<file path="src/rtl/multicycle_controller.sv">
// Main control FSM and ALU decoder for the multicycle MIPS core.
// Steps fetch/decode/execute/memory/writeback and drives datapath selects.
//
// Ports:
//   clk        : rising-edge clock
//   reset      : async active-high, forces FETCH
//   op, funct  : opcode / function field from the instruction register
//   zero       : ALU zero flag, consulted only in BRANCH
//   memwrite   : memory write strobe
//   irwrite    : instruction register load enable
//   lord       : address select (0 pc, 1 aluout)
//   regdst     : write register select (0 rt, 1 rd)
//   memtoreg   : writeback select (0 aluout, 1 data reg)
//   regwrite   : register file write enable
//   alusrca    : ALU A select (0 pc, 1 A reg)
//   alusrcb    : ALU B select (B, 4, signimm, signimm<<2)
//   alucontrol : ALU operation
//   pcen       : pc register enable
//   pcsrc      : next pc select (aluresult, aluout, jump)
module multicycle_controller #(
  parameter int ENABLE_BNE = 1,
  parameter int STATE_W    = 4
) (
  input  logic       clk,
  input  logic       reset,
  input  logic [5:0] op,
  input  logic [5:0] funct,
  input  logic       zero,
  output logic       memwrite,
  output logic       irwrite,
  output logic       lord,
  output logic       regdst,
  output logic       memtoreg,
  output logic       regwrite,
  output logic       alusrca,
  output logic [1:0] alusrcb,
  output logic [2:0] alucontrol,
  output logic       pcen,
  output logic [1:0] pcsrc
);

  typedef enum logic [STATE_W-1:0] {
    S_FETCH    = STATE_W'(0),
    S_DECODE   = STATE_W'(1),
    S_MEMADR   = STATE_W'(2),
    S_MEMRD    = STATE_W'(3),
    S_MEMWB    = STATE_W'(4),
    S_MEMWR    = STATE_W'(5),
    S_EXECUTE  = STATE_W'(6),
    S_ALUWB    = STATE_W'(7),
    S_BRANCH   = STATE_W'(8),
    S_ADDIEXEC = STATE_W'(9),
    S_ADDIWB   = STATE_W'(10),
    S_JUMP     = STATE_W'(11)
  } state_t;

  localparam logic [5:0] OP_RTYPE = 6'b000000;
  localparam logic [5:0] OP_J     = 6'b000010;
  localparam logic [5:0] OP_BEQ   = 6'b000100;
  localparam logic [5:0] OP_BNE   = 6'b000101;
  localparam logic [5:0] OP_ADDI  = 6'b001000;
  localparam logic [5:0] OP_LW    = 6'b100011;
  localparam logic [5:0] OP_SW    = 6'b101011;

  localparam logic [2:0] ALU_ADD = 3'b010;
  localparam logic [2:0] ALU_SUB = 3'b110;
  localparam logic [2:0] ALU_AND = 3'b000;
  localparam logic [2:0] ALU_OR  = 3'b001;
  localparam logic [2:0] ALU_SLT = 3'b111;

  state_t     r_state;
  state_t     w_next;
  logic [1:0] w_aluop;
  logic       w_branch;
  logic       w_pcwrite;
  logic       w_taken;
  logic       w_bad_state;
  logic [2:0] w_alu_dec;

  logic w_is_lw;
  logic w_is_sw;
  logic w_is_r;
  logic w_is_beq;
  logic w_is_bne;
  logic w_is_addi;
  logic w_is_j;
  logic w_is_mem;

  assign w_is_lw   = (op == OP_LW);
  assign w_is_sw   = (op == OP_SW);
  assign w_is_r    = (op == OP_RTYPE);
  assign w_is_beq  = (op == OP_BEQ);
  assign w_is_bne  = (ENABLE_BNE != 0) && (op == OP_BNE);
  assign w_is_addi = (op == OP_ADDI);
  assign w_is_j    = (op == OP_J);
  assign w_is_mem  = w_is_lw | w_is_sw;

  always_ff @(posedge clk or posedge reset) begin
    if (reset) r_state <= S_FETCH;
    else       r_state <= w_next;
  end

  always_comb begin
    w_next      = S_FETCH;
    memwrite    = 1'b0;
    irwrite     = 1'b0;
    lord        = 1'b0;
    regdst      = 1'b0;
    memtoreg    = 1'b0;
    regwrite    = 1'b0;
    alusrca     = 1'b0;
    alusrcb     = 2'b00;
    pcsrc       = 2'b00;
    w_aluop     = 2'b00;
    w_branch    = 1'b0;
    w_pcwrite   = 1'b0;
    w_bad_state = 1'b0;
    case (r_state)
      S_FETCH: begin
        irwrite   = 1'b1;
        alusrcb   = 2'b01;
        w_pcwrite = 1'b1;
        w_next    = S_DECODE;
      end
      S_DECODE: begin
        // Branch target is precomputed here into aluout.
        alusrcb = 2'b11;
        unique case (1'b1)
          w_is_mem:              w_next = S_MEMADR;
          w_is_r:                w_next = S_EXECUTE;
          w_is_beq || w_is_bne:  w_next = S_BRANCH;
          w_is_addi:             w_next = S_ADDIEXEC;
          w_is_j:                w_next = S_JUMP;
          default:               w_next = S_FETCH;
        endcase
      end
      S_MEMADR: begin
        alusrca = 1'b1;
        alusrcb = 2'b10;
        w_next  = w_is_lw ? S_MEMRD : S_MEMWR;
      end
      S_MEMRD: begin
        lord   = 1'b1;
        w_next = S_MEMWB;
      end
      S_MEMWB: begin
        memtoreg = 1'b1;
        regwrite = 1'b1;
        w_next   = S_FETCH;
      end
      S_MEMWR: begin
        lord     = 1'b1;
        memwrite = 1'b1;
        w_next   = S_FETCH;
      end
      S_EXECUTE: begin
        alusrca = 1'b1;
        w_aluop = 2'b10;
        w_next  = S_ALUWB;
      end
      S_ALUWB: begin
        regdst   = 1'b1;
        regwrite = 1'b1;
        w_next   = S_FETCH;
      end
      S_BRANCH: begin
        alusrca  = 1'b1;
        w_aluop  = 2'b01;
        pcsrc    = 2'b01;
        w_branch = 1'b1;
        w_next   = S_FETCH;
      end
      S_ADDIEXEC: begin
        alusrca = 1'b1;
        alusrcb = 2'b10;
        w_next  = S_ADDIWB;
      end
      S_ADDIWB: begin
        regwrite = 1'b1;
        w_next   = S_FETCH;
      end
      S_JUMP: begin
        pcsrc     = 2'b10;
        w_pcwrite = 1'b1;
        w_next    = S_FETCH;
      end
      default: begin
        w_bad_state = 1'b1;
        w_next      = S_FETCH;
      end
    endcase
  end

  always_comb begin
    w_alu_dec = ALU_ADD;
    case (w_aluop)
      2'b00: w_alu_dec = ALU_ADD;
      2'b01: w_alu_dec = ALU_SUB;
      2'b10: begin
        case (funct)
          6'b100000: w_alu_dec = ALU_ADD;
          6'b100010: w_alu_dec = ALU_SUB;
          6'b100100: w_alu_dec = ALU_AND;
          6'b100101: w_alu_dec = ALU_OR;
          6'b101010: w_alu_dec = ALU_SLT;
          // Unknown funct still writes back, as an add.
          default:   w_alu_dec = ALU_ADD;
        endcase
      end
      default: w_alu_dec = ALU_ADD;
    endcase
  end

  // Stray encodings present an all-zero control word.
  assign alucontrol = w_bad_state ? 3'b000 : w_alu_dec;

  // bne only exists when enabled; otherwise it never reaches BRANCH.
  assign w_taken = w_is_beq ? zero : (w_is_bne ? ~zero : 1'b0);
  assign pcen    = w_pcwrite | (w_branch & w_taken);

endmodule

</file>
<file path="config.mk">
export PLATFORM = sky130hd
export DESIGN_NAME = multicycle_controller
export DESIGN_NICKNAME = d
export VERILOG_FILES = /design/src/rtl/multicycle_controller.sv
export SDC_FILE = /design/constraint.sdc
export NUM_CORES = 1
export LEC_CHECK = 0
export BUFFER_PORTS_ARGS = -buffer_cell sky130_fd_sc_hd__buf_2
export CORE_MARGIN = 4
export CORE_UTILIZATION = 40
export DETAILED_ROUTE_END_ITERATION = 8
export PLACE_DENSITY = 0.83
export SYNTH_ARGS = -nofsm -noshare
export SYNTH_HDL_FRONTEND = slang
export SYNTH_SLANG_ARGS = --single-unit
</file>
<file path="constraint.sdc">
create_clock -name clk -period 2.5 [get_ports clk]
set_input_delay 0.125 -clock clk [delete_from_list [all_inputs] [get_ports clk]]
set_output_delay 0.125 -clock clk [all_outputs]
set_load 0.02 [all_outputs]
</file>
# == After elaboration in Yosys (flattened, before gate mapping) ==
# Cells that the tools add are included.
# word_totals
ff_bits,4
inputBits,15
# op_classes
eq_ne,23
muxes,20
bitwise,4
reduce_logical,9
# ops
op,count
6-bit == test (second input constant),6
4-bit case mux with 6 select lines,1
4-bit case mux with 5 select lines,1
4-bit by 3-bit == test with 1-bit output (second input constant),4
4-bit == test (second input constant),4
6-bit by 3-bit == test with 1-bit output (second input constant),2
3-bit case mux with 4 select lines,1
12-bit OR reduction,1
1-bit two-way mux,11
4-bit by 2-bit == test with 1-bit output (second input constant),2
2-bit case mux with 2 select lines,2
6-bit by 2-bit == test with 1-bit output (second input constant),1
6-bit by 4-bit == test with 1-bit output (second input constant),1
6-bit logical NOT,1
3-bit two-way mux,2
2-bit case mux with 3 select lines,1
3-bit case mux with 2 select lines,1
2-bit OR reduction,3
4-bit by 1-bit == test with 1-bit output (second input constant),1
4-bit logical NOT,1
4-bit OR reduction,1
3-bit OR reduction,1
2-bit by 1-bit == test with 1-bit output (second input constant),1
2-bit == test (second input constant),1
other kinds (4),5

# == Depth between registers and ports, before layout ==
# Gate-level depths: netlist of run 1.
# logic_depth
ltp_word,5
depth_mapped,6
mapped_depth_nobuf,6

# == Worst setup path after synthesis of run 1 ==
# No wires, ideal clock.
# synth_timing
path_type,register to output
startpoint,register r_state[0]
endpoint,output port alucontrol[0]
arrival_time_ps,1804
setup_slack_ps,571
path_stages_with_launch,7
n_path_buf,1
path_cell_list,dfrtp_1 clkbuf_1 or3_1 ha_1 a21oi_1 nand2_1 a21oi_1
# synth_between
elab_chain_cells,5
elab_cells_between_ends,18
classes_between,13 x eq/ne; 3 x mux; 2 x reduce/logical
# synth_lines
item,line_no,rtl
from (decl),71,state_t r_state;
from (signal assigned),100,else r_state <= w_next;
4-bit == test or 4-bit by 3-bit == test with 1-bit output (tied branches),118,case (r_state)
2-bit case mux with 2 select lines,118,
2-bit == test or 2-bit by 1-bit == test with 1-bit output (tied branches),196,case (w_aluop)
3-bit case mux with 2 select lines,196,
3-bit two-way mux *,215,assign alucontrol = w_bad_state ? 3'b000 : w_alu_dec;
to (decl),37,"output logic [2:0] alucontrol,"
# Every way passes the cells marked *; elsewhere a longest branch is shown, timed or not.

# == Worst setup path in the final report of run 1 ==
# layout_timing
startpoint,register r_state[2]
endpoint,output port alucontrol[0]
# The elaborated chain is that of the path after synthesis.

==> reports/results.ini, run 1 <==
[status]
outcome = finished, final reports clean

[cells_and_area]
num-nets-final = 126
reg.largest.list = r_state x4
largest_reg_flops = 4
regMostFlops = r_state
instances_no_fill = 122
n_fill_cell = 126
antenna_cells = 0
syn_to_final_growth_pct = 33.5
drive_above_1_share_pct = 34.6

[clock_network]
cts_tree = yes
clockBufferDepth = 2
clockRootBuffer = clkbuf_4
cts.sinks = 4
htree_num_levels = 1
clock_latency_ps = 240
post_cts_buffers = 0
clkTransAtPathRegs_ps = 40
cts_buffers = 3

[grt]
grt_overflow = 0
antenna_found_initial = 0
grt_usage_pct = 15.6
grt_max_degree = 17
grt_pass1_vias = 582
grt_pass1_wl_um = 2370

[timing]
setup_viol = 0
fin_ws_ps = 234
finalCritPeriodShare_pct = 90.6
finalHoldViolations = 0
max_slew_margin_pct = 69.2
clock_skew_ps = 7.03
max_freq_mhz = 441
whs_ps = 250
tns_ps = 0
rsz0062_at_grt = no
min_period_ps = 2270
worst_pin_slew_ps = 462
report.final.slew_viol_count = 0

[floorplanning]
dieArea_um2 = 2020
core_area_um2 = 1280
initial_core_util_pct = 42.5
fp.dieW_um = 44.9
io-pin-count = 30
rows = 13
die_y_um = 44.9

[place]
io_buffer_count = 29
hpwl_um = 1160
routabilityCongestion = 0.744
preCtsSetupSlack_ps = 475
placed_cells = 118

[drt]
via_per_inst = 5.66
maxUsedRoutingLayer = met4
wl_per_cell_um = 12.0
wl_met3_um = 138
drt.antenna.violating_nets = 0
drcViolationCount = 0
totalWireLength_um = 1460
drt-met1-wl_um = 588
drt-initial-drc-count = 22
vias = 691
met2WireLength_um = 715
firstDrtPassIters = 4

[setup_path]
cp-start-kind = flip-flop
path_class = flip-flop to output port
cp_max_fo = 12
worstPathRequired_ps = 2380
end_kind = output port
worstPathArrival_ps = 2140

[power_and_ir_drop]
swShare_pct = 50.0
power_density_nw_per_um2 = 681
combPwrFrac_pct = 56.2
p_int_mw = 0.248
p_sw_mw = 0.248
peakVddDrop_mv = 0.372
p_leak_nw = 0.328
pwr-share-clk_pct = 16.3
p_seq_share_pct = 27.5

[logic_synthesis]
synth_edf_count = 0
ys_async_sr_fraction_pct = 100
synth_warnings = 0
syn_inst = 78
ys_top_cells_by_area = dfrtp_1 (18%), nor2_1 (6.9%), a21oi_1 (4.6%)
synth_top_area_share_pct = 18.3
synth_area_um2 = 546
yosys.cell_types.count = 32
syn_nets = 95
yosysSeqAreaShare_pct = 18.3
yosysTopAreaCell = dfrtp_1
syn_avg_cell_area_um2 = 6.99
synth_flop_cell = dfrtp_1
synth_seq_cells = 4

[job]
cap_violations = 0

[worst_hold_path]
hp-class = input port to flip-flop

[what timing repair did]
action                                 in CTS  in global routing
endpoints found under the hold margin       4                  0
resized for setup                           0                  1
hold buffers                                1                  0
setup endpoints to repair                   0                  1
[metrics by stage]
step	utilization, %	cell area [um2]	power (mW)
floorplan	-	546	0.324
global placement	54.0	694	0.409
detailed placement	54.0	694	0.412
CTS	56.6	727	0.494
global route	56.7	728	0.535
finish	56.7	728	0.496
[cells in the mapped netlist (2+ instances only)]
master,number
inv_1,4
nand4_1,3
or3_1,3
nor2_1,10
ha_1,2
dfrtp_1,4
nor4_1,3
nand2b_1,4
o2111ai_1,2
nor3_1,5
xnor2_1,2
a21oi_1,5
nand2_1,6
clkbuf_1,4
nor2b_1,4
[cell usage in the layout (no fill, tap or decap)]
cell type,Yosys,routed
dlygate4sd3_1,0,1
xor2_1,1,1
or3b_2,1,1
o21ai_0,1,1
or4_1,1,1
and4_1,1,1
and3_2,1,1
a41oi_1,1,1
nand4_1,3,3
dfrtp_1,4,3
nor2b_1,4,4
a22oi_1,1,1
nand3b_1,1,1
a21oi_1,5,5
clkbuf_4,0,3
nor3b_1,1,1
inv_1,4,4
nand4bb_1,1,1
or2_2,1,1
nand3_1,1,1
or3_1,3,3
nor3_1,5,5
o21bai_1,1,1
a31oi_1,1,1
dfrtp_2,0,1
nor2_1,10,10
xnor2_1,2,2
a311o_1,1,1
a221oi_2,1,1
nand2_1,6,6
nor4_1,3,3
ha_1,2,2
buf_2,0,29
o2111ai_1,2,2
nand2b_1,4,4
[path summary, 6_finish.rpt]
path	end	slack (ps)	startpoint	depth (start not counted)
worst max-delay path	alucontrol[0]	230	r_state[2]$_DFF_PP0_	7
worst min register to register	r_state[0]$_DFF_PP0_	610	r_state[3]$_DFF_PP0_	1
worst max register to register	r_state[2]$_DFF_PP0_	1050	r_state[1]$_DFF_PP0_	3
max in group asynchronous	r_state[3]$_DFF_PP0_	2010	reset	3
worst min-delay path	r_state[3]$_DFF_PP0_	250	op[2]	3
min in group asynchronous	r_state[1]$_DFF_PP0_	320	reset	3
[cell families after synthesis]
group,after synthesis,synth area share (%)
xor+xnor,3,4.82
compound gates,14,18.8
simple gates,47,47.9
fa+ha+maj,2,4.59
flops,4,18.3
buf+inv,8,5.50
[worst max-delay path: stages (launching register included)]
cell	delay (ps)
dfrtp_1	500
nand2b_1	250
or3_1	340
ha_1	310
a21oi_1	150
nand2_1	70
a21oi_1	110
buf_2	180
[area by class of cell]
type | count | area [um2] | area share [%]
flip-flops and latches | 4 | 101 | 13.9
repair buffers | 30 | 155 | 21.3
well taps | 15 | 18.8 | 2.58
inverters | 4 | 15.0 | 2.06
clock buffers | 3 | 22.5 | 3.09
multi-input cells | 66 | 415 | 57.0
[power groups by stage]
stage | sequential, mW | clock (mW) | combinational, mW
finish | 0.136 | 0.0810 | 0.279
detailed placement | 0.135 | 0 | 0.277
floorplan | 0.0937 | 0 | 0.231
global route | 0.145 | 0.0857 | 0.304
global placement | 0.134 | 0 | 0.274
CTS | 0.134 | 0.0815 | 0.279
[layer usage]
layer | vias up | global-route usage, %
met2 | 30 | 27.7
met3 | 4 | 1.99
li1 | 351 | -
met5 | - | 0
met4 | 0 | 8.77
met1 | 306 | 17.8
(Power assumes the default switching activity.)
==> run 2, diff against run 1 <==
clock period = 2.27 ns   (was 2.5 ns; I/O delays follow)
==> run 2 against run 1 <==
  * Critical path depth is 1 lower
  * Combinational power is 17% higher
  * Critical endpoint unchanged
  * Cell count is 1.6% higher
  * Utilization is 1.2 points higher
  * Sequential share of layout area is 0.28 points lower
  * Sequential power hardly changed
==> reports/results.ini, run 2 (synthesis results as in run 1) <==
[cells_and_area]
reg.largest.list = r_state x4
syn_to_final_growth_pct = 36.2
layout_commonest_cell = buf_2
regMostFlops = r_state
antenna_cells = 0  ; unchanged
most-common-layout-cells = buf_2 (29), nor2_1 (10), nand2_1 (6)
num-nets-final = 128  ; +1.6%
drive_above_1_share_pct = 35.8  ; +1.2 points
largest_reg_flops = 4  ; unchanged
final_util_pct = 57.8  ; +1.2 points

[timing]
tns_ps = 0  ; unchanged
finalCritPeriodShare_pct = 93.2
worst_pin_slew_ps = 404  ; -58.7 ps
finalHoldViolations = 0  ; unchanged
report.final.slew_viol_count = 0  ; unchanged
setup_viol = 0  ; unchanged
clock_skew_ps = 7.88  ; +0.857 ps
rsz0062_at_grt = no
whs_ps = 256  ; +6.04 ps
max_freq_mhz = 473
max_slew_margin_pct = 73.1  ; +3.9 points
min_period_ps = 2120

[grt]
grt_max_degree = 17  ; unchanged
grt_pass1_vias = 628  ; +7.9%
grt_usage_pct = 16.7  ; +1.0 points
grt_pass1_wl_um = 2510  ; +5.8%
antenna_found_initial = 0  ; unchanged
grt_overflow = 0  ; unchanged

[setup_path]
end_kind = output port
cp-start-kind = flip-flop
worstPathRequired_ps = 2160  ; -220 ps
cp_max_fo = 15  ; +3
path_class = flip-flop to output port
worstPathArrival_ps = 2000  ; -140 ps

[floorplanning]
initial_core_util_pct = 42.5  ; unchanged
rows = 13  ; unchanged
die_y_um = 44.9  ; unchanged
io-pin-count = 30  ; unchanged
fp.dieW_um = 44.9  ; unchanged
core_area_um2 = 1280  ; unchanged
dieArea_um2 = 2020  ; unchanged

[power_and_ir_drop]
p_leak_nw = 0.339  ; +3.3%
peakVddDrop_mv = 0.424  ; +14%
p_int_mw = 0.280  ; +13%
power_density_nw_per_um2 = 744  ; +9.2%
pwr-share-clk_pct = 16.3  ; about the same
p_sw_mw = 0.272  ; +9.9%
p_seq_share_pct = 24.6  ; -2.9 points
swShare_pct = 49.3  ; -0.70 points
combPwrFrac_pct = 59.1  ; +2.9 points

[worst_hold_path]
hp-class = input port to flip-flop

[drt]
vias = 713  ; +3.2%
drcViolationCount = 0  ; unchanged
totalWireLength_um = 1480  ; +0.89%
firstDrtPassIters = 4  ; unchanged
wl_per_cell_um = 11.9  ; -0.74%
drt-initial-drc-count = 10  ; -55%
drt.antenna.violating_nets = 0  ; unchanged
via_per_inst = 5.75  ; +1.5%

[place]
routabilityCongestion = 0.784  ; +5.3%
io_buffer_count = 29  ; unchanged
hpwl_um = 1200  ; +3.2%

[clock_network]
cts.sinks = 4  ; unchanged
clockRootBuffer = clkbuf_4
cts_buffers = 3  ; unchanged
cts_tree = yes
post_cts_buffers = 0  ; unchanged
clkTransAtPathRegs_ps = 40  ; about the same
htree_num_levels = 1  ; unchanged
clock_latency_ps = 240  ; about the same
clockBufferDepth = 2  ; unchanged

[status]
outcome = finished, final reports clean

[job]
cap_violations = 0  ; unchanged

[run 2: cell count changes in the layout (fill, tap and decap cells not counted)]
cell	delta
buf_4	+2
[run 2: layer usage]
metal	global-route usage [%]	vias up	wire (um)
li1	-	349	-
met1	18.7	328	574
met4	14.0	0	44
met3	1.20	5	140
met2	28.2	31	718
met5	0	-	0
[run 2: worst max-delay path, cell delays in order (launching register included)]
cell	delay, ps
dfrtp_1	510
or3_1	430
ha_1	330
a21oi_1	150
nand2_1	70
a21oi_1	100
buf_2	170
[run 2: cell type report]
type / instances / area (um2)
fillers: 137 / 542
multi-input cells: 66 / 415
flip-flops and latches: 4 / 101
repair buffers: 32 / 170
clock buffers: 3 / 22.5
inverters: 4 / 15.0
well taps: 15 / 18.8
[run 2: path summary, 6_finish.rpt]
kind                                 startpoint                   end  slack [ps]  depth (start not counted)
max                        r_state[0]$_DFF_PP0_         alucontrol[0]         150                          6
min                                       op[2]  r_state[3]$_DFF_PP0_         260                          3
min in group asynchronous                 reset  r_state[0]$_DFF_PP0_         290                          3
min reg2reg                r_state[2]$_DFF_PP0_  r_state[0]$_DFF_PP0_         620                          2
max in group asynchronous                 reset  r_state[1]$_DFF_PP0_        1820                          3
max reg2reg                r_state[0]$_DFF_PP0_  r_state[2]$_DFF_PP0_         860                          3
[run 2: through the flow]
step / power (mW) / instances / cell area (um2) / worst slack (ps)
2_1_floorplan: 0.357 / 78 / 546 / 353
4_1_cts: 0.560 / 124 / 742 / 101
5_1_grt: 0.597 / 124 / 743 / 7.45
3_5_place_dp: 0.462 / 120 / 709 / 369
6_report: 0.553 / 124 / 743 / 155
3_3_place_gp: 0.457 / 120 / 709 / 416
[run 2: what timing repair did]
action	in CTS	in global routing
hold endpoints to repair	4	0
endpoints found under the setup margin	0	1
hold buffers	1	0
gates resized for setup	0	1
[run 2: power by group through the flow]
| stage | logic, mW | clock network [mW] | registers, mW |
|---|---|---|---|
| after CTS | 0.330 | 0.0961 | 0.134 |
| after floorplan | 0.254 | 0 | 0.103 |
| after global placement | 0.325 | 0 | 0.132 |
| after global routing | 0.358 | 0.0977 | 0.141 |
| after detailed placement | 0.327 | 0 | 0.135 |
| final | 0.326 | 0.0904 | 0.136 |
